==> src/rtl/uart_rx_pkg.sv <==
// Shared constants, state encoding and vote helper for the UART receive front end.
package uart_rx_pkg;

  localparam int unsigned DATA_W_DEF   = 8;
  localparam int unsigned MIN_PRESCALE = 4;
  localparam int unsigned BIT_IDX_W    = 4;

  typedef enum logic [2:0] {
    IDLE   = 3'd0,
    START  = 3'd1,
    DATA   = 3'd2,
    PARITY = 3'd3,
    STOP   = 3'd4
  } rx_state_e;

  function automatic logic majority3(input logic a, input logic b, input logic c);
    return (a & b) | (a & c) | (b & c);
  endfunction

endpackage

==> src/rtl/uart_rx_edge_bit_counter.sv <==
// Oversample edge counter (0..period-1) and frame bit index; the index advances
// each time the edge counter wraps.
module uart_rx_edge_bit_counter
  import uart_rx_pkg::*;
#(
  parameter int unsigned PRESCALE_W = 6,
  parameter int unsigned IDX_W      = BIT_IDX_W
) (
  input  logic                  clk,
  input  logic                  rst_n,
  input  logic                  clear_i,
  input  logic                  start_i,
  input  logic                  en_i,
  input  logic [PRESCALE_W-1:0] period_i,
  output logic [PRESCALE_W-1:0] edge_cnt_o,
  output logic [IDX_W-1:0]      bit_index_o,
  output logic                  wrap_c_o
);

  logic [PRESCALE_W-1:0] edge_q, edge_d;
  logic [IDX_W-1:0]      bit_q, bit_d;

  assign wrap_c_o    = en_i && (edge_q == (period_i - PRESCALE_W'(1)));
  assign edge_cnt_o  = edge_q;
  assign bit_index_o = bit_q;

  // The start cycle itself is edge 0, so a start loads edge 1 for the next cycle.
  always_comb begin
    edge_d = edge_q;
    bit_d  = bit_q;
    if (clear_i) begin
      edge_d = '0;
      bit_d  = '0;
    end else if (start_i) begin
      edge_d = PRESCALE_W'(1);
      bit_d  = '0;
    end else if (en_i) begin
      if (wrap_c_o) begin
        edge_d = '0;
        bit_d  = bit_q + IDX_W'(1);
      end else begin
        edge_d = edge_q + PRESCALE_W'(1);
      end
    end
  end

  always_ff @(posedge clk or negedge rst_n) begin
    if (!rst_n) begin
      edge_q <= '0;
      bit_q  <= '0;
    end else begin
      edge_q <= edge_d;
      bit_q  <= bit_d;
    end
  end

endmodule

==> src/rtl/uart_rx_data_sampler.sv <==
// UART receive front end: start detection, 3-sample majority vote per bit and frame tracking.
// Optional RX_SYNC_EN: route rx_in through a 2-flop synchronizer before any use.
module uart_rx_data_sampler
  import uart_rx_pkg::*;
#(
  parameter int unsigned DATA_W     = DATA_W_DEF,
  parameter int unsigned PRESCALE_W = 6
) (
  input  logic                  clk_based_on_prescale,
  input  logic                  asy_reset,
  input  logic                  rx_in,
  input  logic [PRESCALE_W-1:0] prescale,
  input  logic                  parity_enable,
  output logic                  sampled_data,
  output logic                  sampled_data_valid,
  output logic                  parity_check_enable,
  output logic [BIT_IDX_W-1:0]  bit_index,
  output logic                  frame_done,
  output logic                  start_glitch,
  output logic                  stop_error,
  output logic                  busy
);

  logic rx_s;

`ifdef RX_SYNC_EN
  logic [1:0] sync_q;

  always_ff @(posedge clk_based_on_prescale or negedge asy_reset) begin
    if (!asy_reset) sync_q <= 2'b11;
    else            sync_q <= {sync_q[0], rx_in};
  end

  assign rx_s = sync_q[1];
`else
  assign rx_s = rx_in;
`endif

  rx_state_e             state_q, state_d;
  logic [PRESCALE_W-1:0] p_q, p_d;
  logic                  par_en_q, par_en_d;
  logic                  prev_q;
  logic                  s0_q, s0_d, s1_q, s1_d;
  logic                  sampled_q, sampled_d;
  logic                  valid_q, valid_d;
  logic                  par_strobe_q, par_strobe_d;
  logic                  pce_q, pce_d;
  logic                  done_q, done_d;
  logic                  glitch_q, glitch_d;
  logic                  stop_err_q, stop_err_d;
  logic                  busy_q, busy_d;

  logic                  cnt_clear, cnt_start, cnt_en, wrap_c;
  logic [PRESCALE_W-1:0] edge_cnt;
  logic [BIT_IDX_W-1:0]  bit_idx;

  uart_rx_edge_bit_counter #(
    .PRESCALE_W (PRESCALE_W),
    .IDX_W      (BIT_IDX_W)
  ) u_cnt (
    .clk         (clk_based_on_prescale),
    .rst_n       (asy_reset),
    .clear_i     (cnt_clear),
    .start_i     (cnt_start),
    .en_i        (cnt_en),
    .period_i    (p_q),
    .edge_cnt_o  (edge_cnt),
    .bit_index_o (bit_idx),
    .wrap_c_o    (wrap_c)
  );

  // Effective ratio: clamp to the minimum, then force even.
  logic [PRESCALE_W-1:0] prescale_clamped, prescale_eff, half;
  logic                  fall, at_s0, at_s1, at_vote, vote;

  assign prescale_clamped = (prescale < PRESCALE_W'(MIN_PRESCALE)) ?
                            PRESCALE_W'(MIN_PRESCALE) : prescale;
  assign prescale_eff     = {prescale_clamped[PRESCALE_W-1:1], 1'b0};
  assign half             = {1'b0, p_q[PRESCALE_W-1:1]};

  assign fall    = prev_q & ~rx_s;
  assign at_s0   = (edge_cnt == (half - PRESCALE_W'(1)));
  assign at_s1   = (edge_cnt == half);
  assign at_vote = (edge_cnt == (half + PRESCALE_W'(1)));
  assign vote    = majority3(s0_q, s1_q, rx_s);

  always_comb begin
    state_d      = state_q;
    p_d          = p_q;
    par_en_d     = par_en_q;
    s0_d         = s0_q;
    s1_d         = s1_q;
    sampled_d    = sampled_q;
    valid_d      = 1'b0;
    par_strobe_d = 1'b0;
    pce_d        = pce_q;
    done_d       = 1'b0;
    glitch_d     = 1'b0;
    stop_err_d   = 1'b0;
    cnt_clear    = 1'b0;
    cnt_start    = 1'b0;
    cnt_en       = 1'b0;

    if (state_q != IDLE) begin
      cnt_en = 1'b1;
      if (at_s0) s0_d = rx_s;
      if (at_s1) s1_d = rx_s;
    end

    // The enable window closes the cycle after the parity strobe.
    if (par_strobe_q) pce_d = 1'b0;

    unique case (state_q)
      IDLE: begin
        if (fall) begin
          state_d   = START;
          p_d       = prescale_eff;
          par_en_d  = parity_enable;
          cnt_start = 1'b1;
        end
      end
      START: begin
        if (at_vote && vote) begin
          glitch_d  = 1'b1;
          state_d   = IDLE;
          cnt_clear = 1'b1;
        end else if (wrap_c) begin
          state_d = DATA;
          pce_d   = par_en_q;
        end
      end
      DATA: begin
        if (at_vote) begin
          sampled_d = vote;
          valid_d   = 1'b1;
        end
        if (wrap_c && (bit_idx == BIT_IDX_W'(DATA_W))) begin
          state_d = par_en_q ? PARITY : STOP;
        end
      end
      PARITY: begin
        if (at_vote) begin
          sampled_d    = vote;
          valid_d      = 1'b1;
          par_strobe_d = 1'b1;
        end
        if (wrap_c) state_d = STOP;
      end
      STOP: begin
        // Leave mid stop bit so a following start edge is seen.
        if (at_vote) begin
          done_d     = 1'b1;
          stop_err_d = ~vote;
          state_d    = IDLE;
          cnt_clear  = 1'b1;
        end
      end
      default: begin
        state_d   = IDLE;
        cnt_clear = 1'b1;
      end
    endcase

    busy_d = (state_d != IDLE);
  end

  always_ff @(posedge clk_based_on_prescale or negedge asy_reset) begin
    if (!asy_reset) begin
      state_q      <= IDLE;
      p_q          <= '0;
      par_en_q     <= 1'b0;
      prev_q       <= 1'b0;
      s0_q         <= 1'b0;
      s1_q         <= 1'b0;
      sampled_q    <= 1'b0;
      valid_q      <= 1'b0;
      par_strobe_q <= 1'b0;
      pce_q        <= 1'b0;
      done_q       <= 1'b0;
      glitch_q     <= 1'b0;
      stop_err_q   <= 1'b0;
      busy_q       <= 1'b0;
    end else begin
      state_q      <= state_d;
      p_q          <= p_d;
      par_en_q     <= par_en_d;
      prev_q       <= rx_s;
      s0_q         <= s0_d;
      s1_q         <= s1_d;
      sampled_q    <= sampled_d;
      valid_q      <= valid_d;
      par_strobe_q <= par_strobe_d;
      pce_q        <= pce_d;
      done_q       <= done_d;
      glitch_q     <= glitch_d;
      stop_err_q   <= stop_err_d;
      busy_q       <= busy_d;
    end
  end

  assign sampled_data        = sampled_q;
  assign sampled_data_valid  = valid_q;
  assign parity_check_enable = pce_q;
  assign bit_index           = bit_idx;
  assign frame_done          = done_q;
  assign start_glitch        = glitch_q;
  assign stop_error          = stop_err_q;
  assign busy                = busy_q;

endmodule

==> config.mk <==
export PLATFORM = sky130hd
export DESIGN_NAME = uart_rx_data_sampler
export DESIGN_NICKNAME = d
export VERILOG_FILES = /design/src/rtl/uart_rx_pkg.sv /design/src/rtl/uart_rx_edge_bit_counter.sv /design/src/rtl/uart_rx_data_sampler.sv
export SDC_FILE = /design/constraint.sdc
export NUM_CORES = 1
export LEC_CHECK = 0
export ABC_AREA = 1
export CAP_MARGIN = 0
export CORE_MARGIN = 8
export CORE_UTILIZATION = 25
export CTS_CLUSTER_DIAMETER = 60
export DETAILED_ROUTE_END_ITERATION = 7
export PLACE_DENSITY = 0.51
export SLEW_MARGIN = 10
export SYNTH_ARGS = -nofsm -noshare
export SYNTH_HDL_FRONTEND = slang
export SYNTH_SLANG_ARGS = --single-unit
==> constraint.sdc <==
create_clock -name clk_based_on_prescale -period 2 [get_ports clk_based_on_prescale]
set_clock_uncertainty 0.1 [all_clocks]
set_input_delay 0.4 -clock clk_based_on_prescale [delete_from_list [all_inputs] [get_ports clk_based_on_prescale]]
set_output_delay 0.4 -clock clk_based_on_prescale [all_outputs]
set_load 0.01 [all_outputs]
## After elaboration in Yosys (flattened, before gate mapping)

Cells that the tools add are included.

| word-level totals | value |
|---|---|
| register bits | 30 |
| bits of input ports | 10 |
| output and inout bits | 11 |
| word-level logic and storage cells | 87 |

| cells by class | value |
|---|---|
| $add $sub $neg | 5 |
| order comparisons | 1 |
| eq/ne operators | 9 |
| mux-type cells | 33 |
| bitwise logic cells | 8 |
| reduce and logical (&&, ||, !) cells | 15 |

Operator list:

| kind | number |
|---|---|
| 6-bit 2-to-1 mux | 5 |
| 3-bit 2-to-1 mux | 7 |
| 6-bit == test | 3 |
| 4-bit 2-to-1 mux | 4 |
| 1-bit 2-to-1 mux | 15 |
| 3-bit case mux with 5 select lines | 1 |
| 3-bit nonzero test | 4 |
| 2-bit AND reduction | 5 |
| 5-bit by 1-bit adder with 6-bit output (second input constant) | 1 |
| 6-bit by 1-bit adder with 6-bit output (second input constant) | 1 |
| 3-bit by 2-bit == test with 1-bit output (second input constant) | 2 |
| 6-bit by 5-bit == test with 1-bit output | 1 |
| 6-bit by 3-bit < comparator with 1-bit output (second input constant) | 1 |
| 5-bit by 1-bit subtractor with 6-bit output (second input constant) | 1 |
| 6-bit by 1-bit subtractor with 6-bit output (second input constant) | 1 |
| 4-bit by 1-bit adder with 4-bit output (second input constant) | 1 |
| 1-bit bitwise AND | 4 |
| 4-bit == test (second input constant) | 1 |
| 3-bit by 1-bit == test with 1-bit output (second input constant) | 1 |
| 3-bit == test (second input constant) | 1 |
| 1-bit logical AND | 3 |
| 3-bit logical NOT | 1 |
| 1-bit case mux with 3 select lines | 1 |
| 3-bit OR reduction | 1 |
| 3 further kinds | 5 |

## Longest topological paths before layout

Gate-level depths: netlist (run 1).

| logic depth | value |
|---|---|
| word-level depth | 8 |
| gate-level depth with buffers | 15 |
| mapped depth without buffers | 15 |

## Cells and area by module

From an unflattened synthesis (run 1), not the netlist that was laid out.

| second synthesis, totals | value |
|---|---|
| cells, all modules | 290 |
| area, all modules | 2040.7 µm² |

Modules (own cells, without submodules):

| module | times used | cells an instance | area each (µm²) |
|---|---|---|---|
| uart_rx_data_sampler | 1 | 172 | 1233.7 |
| uart_rx_edge_bit_counter | 1 | 118 | 807.0 |

## Least setup slack after synthesis (run 1)

OpenSTA, ideal clock, no wires.

| timing | value |
|---|---|
| kind | reg2reg |
| from | reg p_q[1] |
| to | reg busy_q (netlist: busy) |
| library setup time | 0.117 ns |
| arrival | 1.757 ns |
| data required time | 1.783 ns |
| setup slack | 0.025 ns |
| cell stages (with the launch flop) | 15 |
| path buffers | 0 |
| cell sequence | dfrtp_1 -> inv_2 -> ha_1 -> inv_1 -> nand2_1 -> nand2_1 -> nand2_1 -> nor2_2 -> nand4_4 -> nor2_4 -> nand2_1 -> nand2_1 -> nand2_2 -> nor2_2 -> nand2_1 |

| between the ends | value |
|---|---|
| longest elaborated chain between the ends | 7 |
| elaborated cells on any way between the ends | 14 |

RTL lines:

| item | RTL line | text |
|---|---|---|
| from (decl) | uart_rx_data_sampler.sv:40 | `logic [PRESCALE_W-1:0] p_q, p_d;` |
| from (signal assigned) | uart_rx_data_sampler.sv:185 | `p_q <= p_d;` |
| 6-bit by 1-bit subtractor with 6-bit output | uart_rx_edge_bit_counter.sv:23 | `assign wrap_c_o = en_i && (edge_q == (period_i - PRESCALE_W'(1)));` |
| 6-bit == test | uart_rx_edge_bit_counter.sv:23 |  |
| 1-bit logical AND | uart_rx_edge_bit_counter.sv:23 |  |
| 3-bit 2-to-1 mux / 1-bit logical AND (equally long branches) | uart_rx_data_sampler.sv:127, uart_rx_data_sampler.sv:137 |  |
| 3-bit 2-to-1 mux, on equally long branches | uart_rx_data_sampler.sv:123, uart_rx_data_sampler.sv:137 |  |
| 3-bit case mux with 5 select lines * | uart_rx_data_sampler.sv:113 | `unique case (state_q)` |
| named net state_d[1] | uart_rx_data_sampler.sv:39 | `rx_state_e state_q, state_d;` |
| 3-bit nonzero test * | uart_rx_data_sampler.sv:164 | `busy_d = (state_d != IDLE);` |
| named net busy_d | uart_rx_data_sampler.sv:51 | `logic busy_q, busy_d;` |
| to (signal assigned) | uart_rx_data_sampler.sv:197 | `busy_q <= busy_d;` |
| to (decl) | uart_rx_data_sampler.sv:51 |  |

The timed path passes the listed nets; every way through them passes the cells marked *.
A chain may end at the register's enable or synchronous reset.

## Final worst setup path (run 1)

Same ends and word-level chain as after synthesis.

==> summary.txt, run 1 <==
Status
  • Status: finished clean

Timing
  • TNS Setup: 0 ns
  • RSZ-0062 raised after global routing: true
  • Tcrit/Tclk final: 0.978
  • Achievable Freq: a little over 500 MHz
  • Slew headroom: 0.636
  • Max-slew violations: 0
  • Hold_ws: ~0.33 ns
  • Final Setup Violations: 0
  • Final hold vios: 0
  • Final Worst Setup Slack: ~0.044 ns
  • Minimum clock period after layout: 1.96 ns
  • Worst Max-Slew Pin Slew: 0.542 ns

Min path
  • Hold Startpoint: par_strobe_q$_DFF_PN0_
  • Worst Hold Path EP: parity_check_enable$_DFF_PN0_
  • HP Class: reg -> reg
  • Worst hold path depth: 1

Drt
  • Post-route ant nets: 0
  • Pre-antenna DRT Iters: 4
  • Post-DR vias/cell: 4.32
  • Residual DRC: 0
  • Post-Route WL: 4680 um
  • Routed length per instance: approximately 11 um
  • Via count: roughly 1800
  • Number of DRC markers in iteration 0: 75

Placed design
  • Total placed cells including tap cells: 403
  • Detail Placement HPWL: 3590 um
  • Pre-CTS setup slack: -0.0650 ns
  • Placed inst area: approximately 2400 um2
  • Buffers on Ports: 19
  • Routability Congestion: roughly 0.79

Yosys
  • Mean post-synth cell area: between 7 and 8 um2
  • Syn Std Cell Area: about 2000 um2
  • Distinct cell type count after synthesis: 29
  • Synth Instances: 271
  • Synth Warn #: 0
  • Yosys reg bits: 30
  • Post-synthesis sequential area ratio: 0.377
  • Net Count, Synth: about 290

Cells and area
  • Final cell count without fillers: 414
  • Commonest non-fill, non-tap cell in the layout: nand2_1
  • FF/Latch Area: approximately 750 um2
  • Share of post-route cells with drive strength above 1: 0.250
  • Area of the multi-input gates: around 1100 um2
  • P&R area growth vs syn: 31.8%
  • Most frequent cells in the layout: 70 x nand2_1, 29 x dfrtp_1, 27 x inv_1
  • Final core utilization: 0.340
  • Finished Cell Area: 2630 um2
  • Fillers: about 840
  • Ant. Diodes: 0
  • Nets: approximately 330

Floorplan
  • Initial core utilization: 0.258
  • Die height: around 110 um
  • Row cnt: 32
  • DIE AREA: 11100 um2
  • Ports: 21
  • Chip width: between 100 and 150 um
  • Core area: just under 8000 um2

Worst setup path
  • Max FO, Critical Path: 7
  • R2r worst-path depth: 14
  • WS Path Type: reg -> reg
  • Critical-path top delay cell: dfrtp_1
  • Worst setup SP type: flop
  • Max stage delay on crit path: 0.40 ns
  • Number of buffer and inverter stages on the critical path: 2
  • Worst R2R Setup Slack: 0.04 ns
  • Most used cell, CP: nand2_1
  • Arr. time, crit path: 2.03 ns
  • Crit-path cells: inv_2 > ha_4 > inv_2 > nand2_1 > nand2_1 > nand2_2 > nor2_4 > nand4_4 > nor2_4 > nand2_1 > nand2_1 > nand2_2 > nor2_2 > nand2_1
  • Crit end category: flop
  • Critical R2R Launch: p_q[1]$_DFFE_PN0P_
  • WP data required: roughly 2.1 ns
  • Cell family contributing the most delay on the critical path: simple AND/OR/NAND/NOR gates
  • Reg2reg end: busy$_DFF_PN0_

Global route
  • Antenna violations before repair: 0
  • First-pass GRT wire length: 8170 um
  • Number of global-route vias before repair: around 1800
  • Gr ovfl total: 0
  • Largest net degree at the start of global routing: 31
  • Total GRT Usage: 0.0898

CTS
  • Clock Path Buffers: 2
  • Clock Latency Late Sink: about 0.28 ns
  • CTS H-tree lvls: 2
  • Clk pin slew, worst setup/hold paths: approximately 0.08 ns
  • Sink Count: 30
  • CTS Buf Count: 5
  • CTS tree: done
  • CTS root buf: clkbuf_8
  • Post-CTS Hold Buffers: 0

Pwr
  • Total power: approximately 1.3 mW
  • Switching Fraction: 0.206
  • Share of power burned in registers: 0.471
  • Clk pwr share: 0.494
  • Max IR drop VDD: approximately 0.00021 V
  • Combinational fraction of design power: 0.035
  • Pleak: about 1.3 nW
  • Power density over the cells: ~490 nW/um2
  • P_int: 1.03 mW
  • Sw Pwr: ~0.27 mW

Flow run
  • Max-cap viol count: 0
[timing repair]
item	CTS	global route
cloned	0	0
pin swaps	9	8
buffers inserted	3	1
gates resized for setup	10	10
setup endpoints to repair	9	16
[layer usage]
layer | global-route usage | routed length (um) | vias to the layer above
li1 | - | - | 937
met1 | 0.105 | 2250 | 814
met2 | 0.152 | 2130 | 31
met3 | 0.0238 | 203 | 5
met4 | 0.0367 | 85 | 0
met5 | 0 | 0 | -
[worst register-to-register path, delay by kind of cell (launching register included)]
kind / cells / cell delay (ns)
flip-flops: 1 / 0.40
buffers and inverters: 2 / 0.14
adder cells (fa/ha/maj): 1 / 0.20
AND/OR/NAND/NOR: 11 / 1.00
[Yosys cell counts (all sizes together)]
cell    count  share of area
nor2       28          0.072
ha          5          0.031
nand3b      3          0.011
xnor2       1         0.0044
mux2        1         0.0056
nand2      81           0.16
buf         4          0.013
dfrtp      30           0.38
o21ai      15          0.038
a31oi       1         0.0031
xor2        9          0.040
o22ai       1         0.0031
o31ai       1         0.0038
nand3      25          0.073
nand4       8          0.046
a21oi       4          0.010
inv        44          0.083
clkinv      2         0.0038
nor3        8          0.020
[logic make-up after synthesis]
| family | count (synthesis) | share of synthesized area |
|---|---|---|
| AOI/OAI and AO/OA | 22 | 0.0578 |
| DFF | 30 | 0.377 |
| buffers and inverters | 50 | 0.0998 |
| xor gates and xnor gates | 10 | 0.0439 |
| and+or+nand+nor | 153 | 0.385 |
| muxes | 1 | 0.00565 |
| adders and majority gates | 5 | 0.0314 |
[flip-flops by register name (all words and copies together) (netlist names)]
| register | count |
|---|---|
| busy | 1 |
| frame_done | 1 |
| sampled_data_valid | 1 |
| sampled_data | 1 |
| p_q | 5 |
| start_glitch | 1 |
| stop_error | 1 |
| parity_check_enable | 1 |
| u_cnt.edge_cnt_o | 6 |
| state_q | 3 |
| par_strobe_q | 1 |
| prev_q | 1 |
| s0_q | 1 |
| u_cnt.bit_index_o | 4 |
| s1_q | 1 |
| par_en_q | 1 |
[how the worst max path moves through the flow]
| stage | from | to | cells after the start |
|---|---|---|---|
| after CTS | p_q[1]$_DFFE_PN0P_ | u_cnt.edge_cnt_o[3]$_DFFE_PN0P_ | 15 |
| final | p_q[1]$_DFFE_PN0P_ | busy$_DFF_PN0_ | 14 |
| after floorplan | p_q[1]$_DFFE_PN0P_ | busy$_DFF_PN0_ | 14 |
| after global routing | p_q[1]$_DFFE_PN0P_ | busy$_DFF_PN0_ | 14 |
| after global placement | rx_in | u_cnt.edge_cnt_o[3]$_DFFE_PN0P_ | 7 |
| after detailed placement | rx_in | u_cnt.edge_cnt_o[3]$_DFFE_PN0P_ | 7 |
[cell type report]
type,instances,share of cell area
Inverter,46,0.0657
Tap cell,102,0.0486
Timing Repair Buffer,38,0.127
Multi-Input combinational cell,191,0.430
Clock buffer,6,0.0314
Sequential cell,30,0.286
Clock inverter,1,0.0114
[power groups by stage]
stage	Clock, mW	Sequential (mW)	Combinational (mW)
after detailed placement	0	0.623	0.0460
after CTS	0.659	0.611	0.0470
after global placement	0	0.623	0.0452
after floorplan	0	0.622	0.00779
after global routing	0.688	0.611	0.0513
final	0.640	0.611	0.0452
Power figures use the tool's default switching activity.
==> run 2: changes to the inputs <==
--- a/config.mk
+++ b/config.mk
@@ -16,3 +16,4 @@
 export SYNTH_ARGS = -nofsm -noshare
 export SYNTH_HDL_FRONTEND = slang
 export SYNTH_SLANG_ARGS = --single-unit
+export TNS_END_PERCENT = 50
==> run 2 against run 1 <==
  * Core utilization is 0.11 points lower
  * Die area unchanged
  * Via count is 0.39% lower
  * Routed wire length hardly changed
  * Cell area decreased by 0.33%
  * Sequential power barely moved
  * Critical path type unchanged
  * Critical endpoint unchanged
==> summary.txt, run 2 (synthesized netlist as in run 1, its figures left out) <==
Status
  • Status: finished clean (unchanged)

Flow run
  • Max-cap viol count: 0 (unchanged)

Placed design
  • Total placed cells including tap cells: 403 (unchanged)
  • Pre-CTS setup slack: -0.0650 ns (unchanged)
  • Detail Placement HPWL: 3590 um (unchanged)
  • Routability Congestion: 0.789 (unchanged)
  • Buffers on Ports: 19 (unchanged)

CTS
  • Clk pin slew, worst setup/hold paths: 0.08 ns (about the same)
  • Post-CTS Hold Buffers: 0 (unchanged)
  • Clock Path Buffers: 2 (unchanged)
  • CTS tree: done (unchanged)
  • CTS H-tree lvls: 2 (unchanged)
  • Clock Latency Late Sink: 0.28 ns (about the same)
  • CTS root buf: clkbuf_8 (unchanged)
  • CTS Buf Count: 5 (unchanged)
  • Sink Count: 30 (unchanged)

Global route
  • Largest net degree at the start of global routing: 31 (unchanged)
  • Total GRT Usage: 0.0898 (unchanged)
  • Top Usage Layer GRT: met2 (unchanged)
  • Antenna violations before repair: 0 (unchanged)
  • First-pass GRT wire length: 8170 um (unchanged)
  • Met1 Usage GRT: 0.105 (unchanged)
  • GR Util met3: 0.0238 (unchanged)
  • Met2 Resource Use GR: 0.152 (unchanged)
  • Gr ovfl total: 0 (unchanged)
  • Number of global-route vias before repair: 1791 (unchanged)

Cells and area
  • Final core utilization: 0.339 (was 0.340)
  • FF/Latch Area: 752 um2 (unchanged)
  • Most frequent cells in the layout: 70 x nand2_1, 29 x dfrtp_1, 27 x inv_1 (unchanged)
  • Final cell count without fillers: 414 (unchanged)
  • Area of the multi-input gates: 1120 um2 (was 1130 um2)
  • Commonest non-fill, non-tap cell in the layout: nand2_1 (unchanged)
  • Max reg flops: 6 (unchanged)
  • Nets: 327 (unchanged)
  • Share of post-route cells with drive strength above 1: 0.250 (unchanged)
  • Fillers: 840 (was 839)
  • Ant. Diodes: 0 (unchanged)
  • P&R area growth vs syn: 31.3% (was 31.8%)

Pwr
  • Total power: 1.30 mW (about the same)
  • Sw Pwr: 0.267 mW (about the same)
  • Switching Fraction: 0.206 (about the same)
  • Max IR drop VDD: 0.000209 V (unchanged)
  • Pleak: 1.31 nW (about the same)
  • Combinational fraction of design power: 0.035 (about the same)
  • P_int: 1.03 mW (unchanged)
  • Share of power burned in registers: 0.471 (about the same)
  • Clk pwr share: 0.494 (about the same)
  • Power density over the cells: 496 nW/um2 (was 494 nW/um2)

Min path
  • HP Class: reg -> reg (unchanged)
  • Worst Hold Path EP: parity_check_enable$_DFF_PN0_ (unchanged)
  • Hold Startpoint: par_strobe_q$_DFF_PN0_ (unchanged)
  • Worst hold path depth: 1 (unchanged)

Floorplan
  • DIE AREA: 11100 um2 (unchanged)
  • Core area: 7730 um2 (unchanged)
  • Chip width: 105 um (unchanged)
  • Initial core utilization: 0.258 (unchanged)
  • Row cnt: 32 (unchanged)
  • Ports: 21 (unchanged)
  • Die height: 105 um (unchanged)

Drt
  • Routed length per instance: 11.3 um (about the same)
  • Via count: 1780 (was 1787)
  • Post-DR vias/cell: 4.30 (was 4.32)
  • Post-Route WL: 4680 um (about the same)
  • Number of DRC markers in iteration 0: 77 (was 75)
  • Pre-antenna DRT Iters: 4 (unchanged)
  • Post-route ant nets: 0 (unchanged)
  • Residual DRC: 0 (unchanged)

Timing
  • Final Worst Setup Slack: 0.0470 ns (was 0.0443 ns)
  • RSZ-0062 raised after global routing: true (unchanged)
  • Achievable Freq: 512 MHz (was 511 MHz)
  • Slew headroom: 0.640 (was 0.636)
  • Minimum clock period after layout: 1.95 ns (was 1.96 ns)
  • Worst Max-Slew Pin Slew: 0.536 ns (was 0.542 ns)
  • Final Setup Violations: 0 (unchanged)
  • Tcrit/Tclk final: 0.977 (was 0.978)
  • Final hold vios: 0 (unchanged)
  • TNS Setup: 0 ns (unchanged)
  • Max-slew violations: 0 (unchanged)

Worst setup path
  • Reg2reg end: busy$_DFF_PN0_ (unchanged)
  • WS Path Type: reg -> reg (unchanged)
  • Worst R2R Setup Slack: 0.05 ns (was 0.04 ns)
  • Critical R2R Launch: p_q[1]$_DFFE_PN0P_ (unchanged)
  • Worst setup SP type: flop (unchanged)
  • Crit end category: flop (unchanged)
  • Max FO, Critical Path: 7 (unchanged)
  • Arr. time, crit path: 2.02 ns (was 2.03 ns)
  • R2r worst-path depth: 14 (unchanged)
  • WP data required: 2.07 ns (about the same)
-- run 2: worst max path at each step --
stage                                   from                              end  slack, ns  cells after the start
after floorplan           p_q[1]$_DFFE_PN0P_                   busy$_DFF_PN0_       0.03                     14
after global placement                 rx_in  u_cnt.edge_cnt_o[3]$_DFFE_PN0P_      -0.05                      7
after detailed placement               rx_in  u_cnt.edge_cnt_o[3]$_DFFE_PN0P_      -0.06                      7
after CTS                 p_q[1]$_DFFE_PN0P_  u_cnt.edge_cnt_o[3]$_DFFE_PN0P_     -0.009                     15
after global routing      p_q[1]$_DFFE_PN0P_                   busy$_DFF_PN0_      -0.13                     14
final                     p_q[1]$_DFFE_PN0P_                   busy$_DFF_PN0_       0.05                     14
-- run 2: per-stage QoR --
stage | instance area (um2) | hold WS [ns]
final | 2620 | 0.332
after detailed placement | 2400 | 0.327
after global routing | 2620 | 0.346
after floorplan | 1990 | 0.00441
after global placement | 2400 | 0.319
after CTS | 2590 | 0.336
-- run 2: area by class of cell --
cell class	instances	share of cell area
Inverter	46	0.0660
Clock buffer	6	0.0315
Clock inverter	1	0.0115
Timing Repair Buffer	38	0.127
Tap cell	102	0.0488
Multi-Input combinational cell	191	0.428
Sequential cell	30	0.287
-- run 2: timing repair --
action / in CTS / in global routing
resized for setup: 10 / 9
setup endpoints to repair: 9 / 16
setup buffers: 3 / 1
pin swaps: 9 / 8
-- run 2: worst max-delay path, stage by stage (launching register included) --
cell	delay, ns
dfrtp_1	0.40
inv_2	0.08
ha_4	0.20
inv_2	0.06
nand2_1	0.04
nand2_1	0.08
nand2_2	0.07
nor2_4	0.13
nand4_4	0.20
nor2_4	0.17
nand2_1	0.06
nand2_1	0.07
nand2_2	0.06
nor2_2	0.07
nand2_1	0.05
-- run 2: per-layer routing --
metal  part of all wire  wire length [um]  up-vias
met5                  0                 0        -
met4              0.018                85        0
met1               0.48              2260      813
met2               0.46              2130       26
met3              0.044               204        5
li1                   -                 -      936
-- run 2: power groups by stage --
stage	registers [mW]	logic [mW]	clock network (mW)
after floorplan	0.622	0.00779	0
after global placement	0.623	0.0452	0
after detailed placement	0.623	0.0460	0
after CTS	0.611	0.0470	0.659
after global routing	0.611	0.0513	0.688
final	0.611	0.0452	0.641
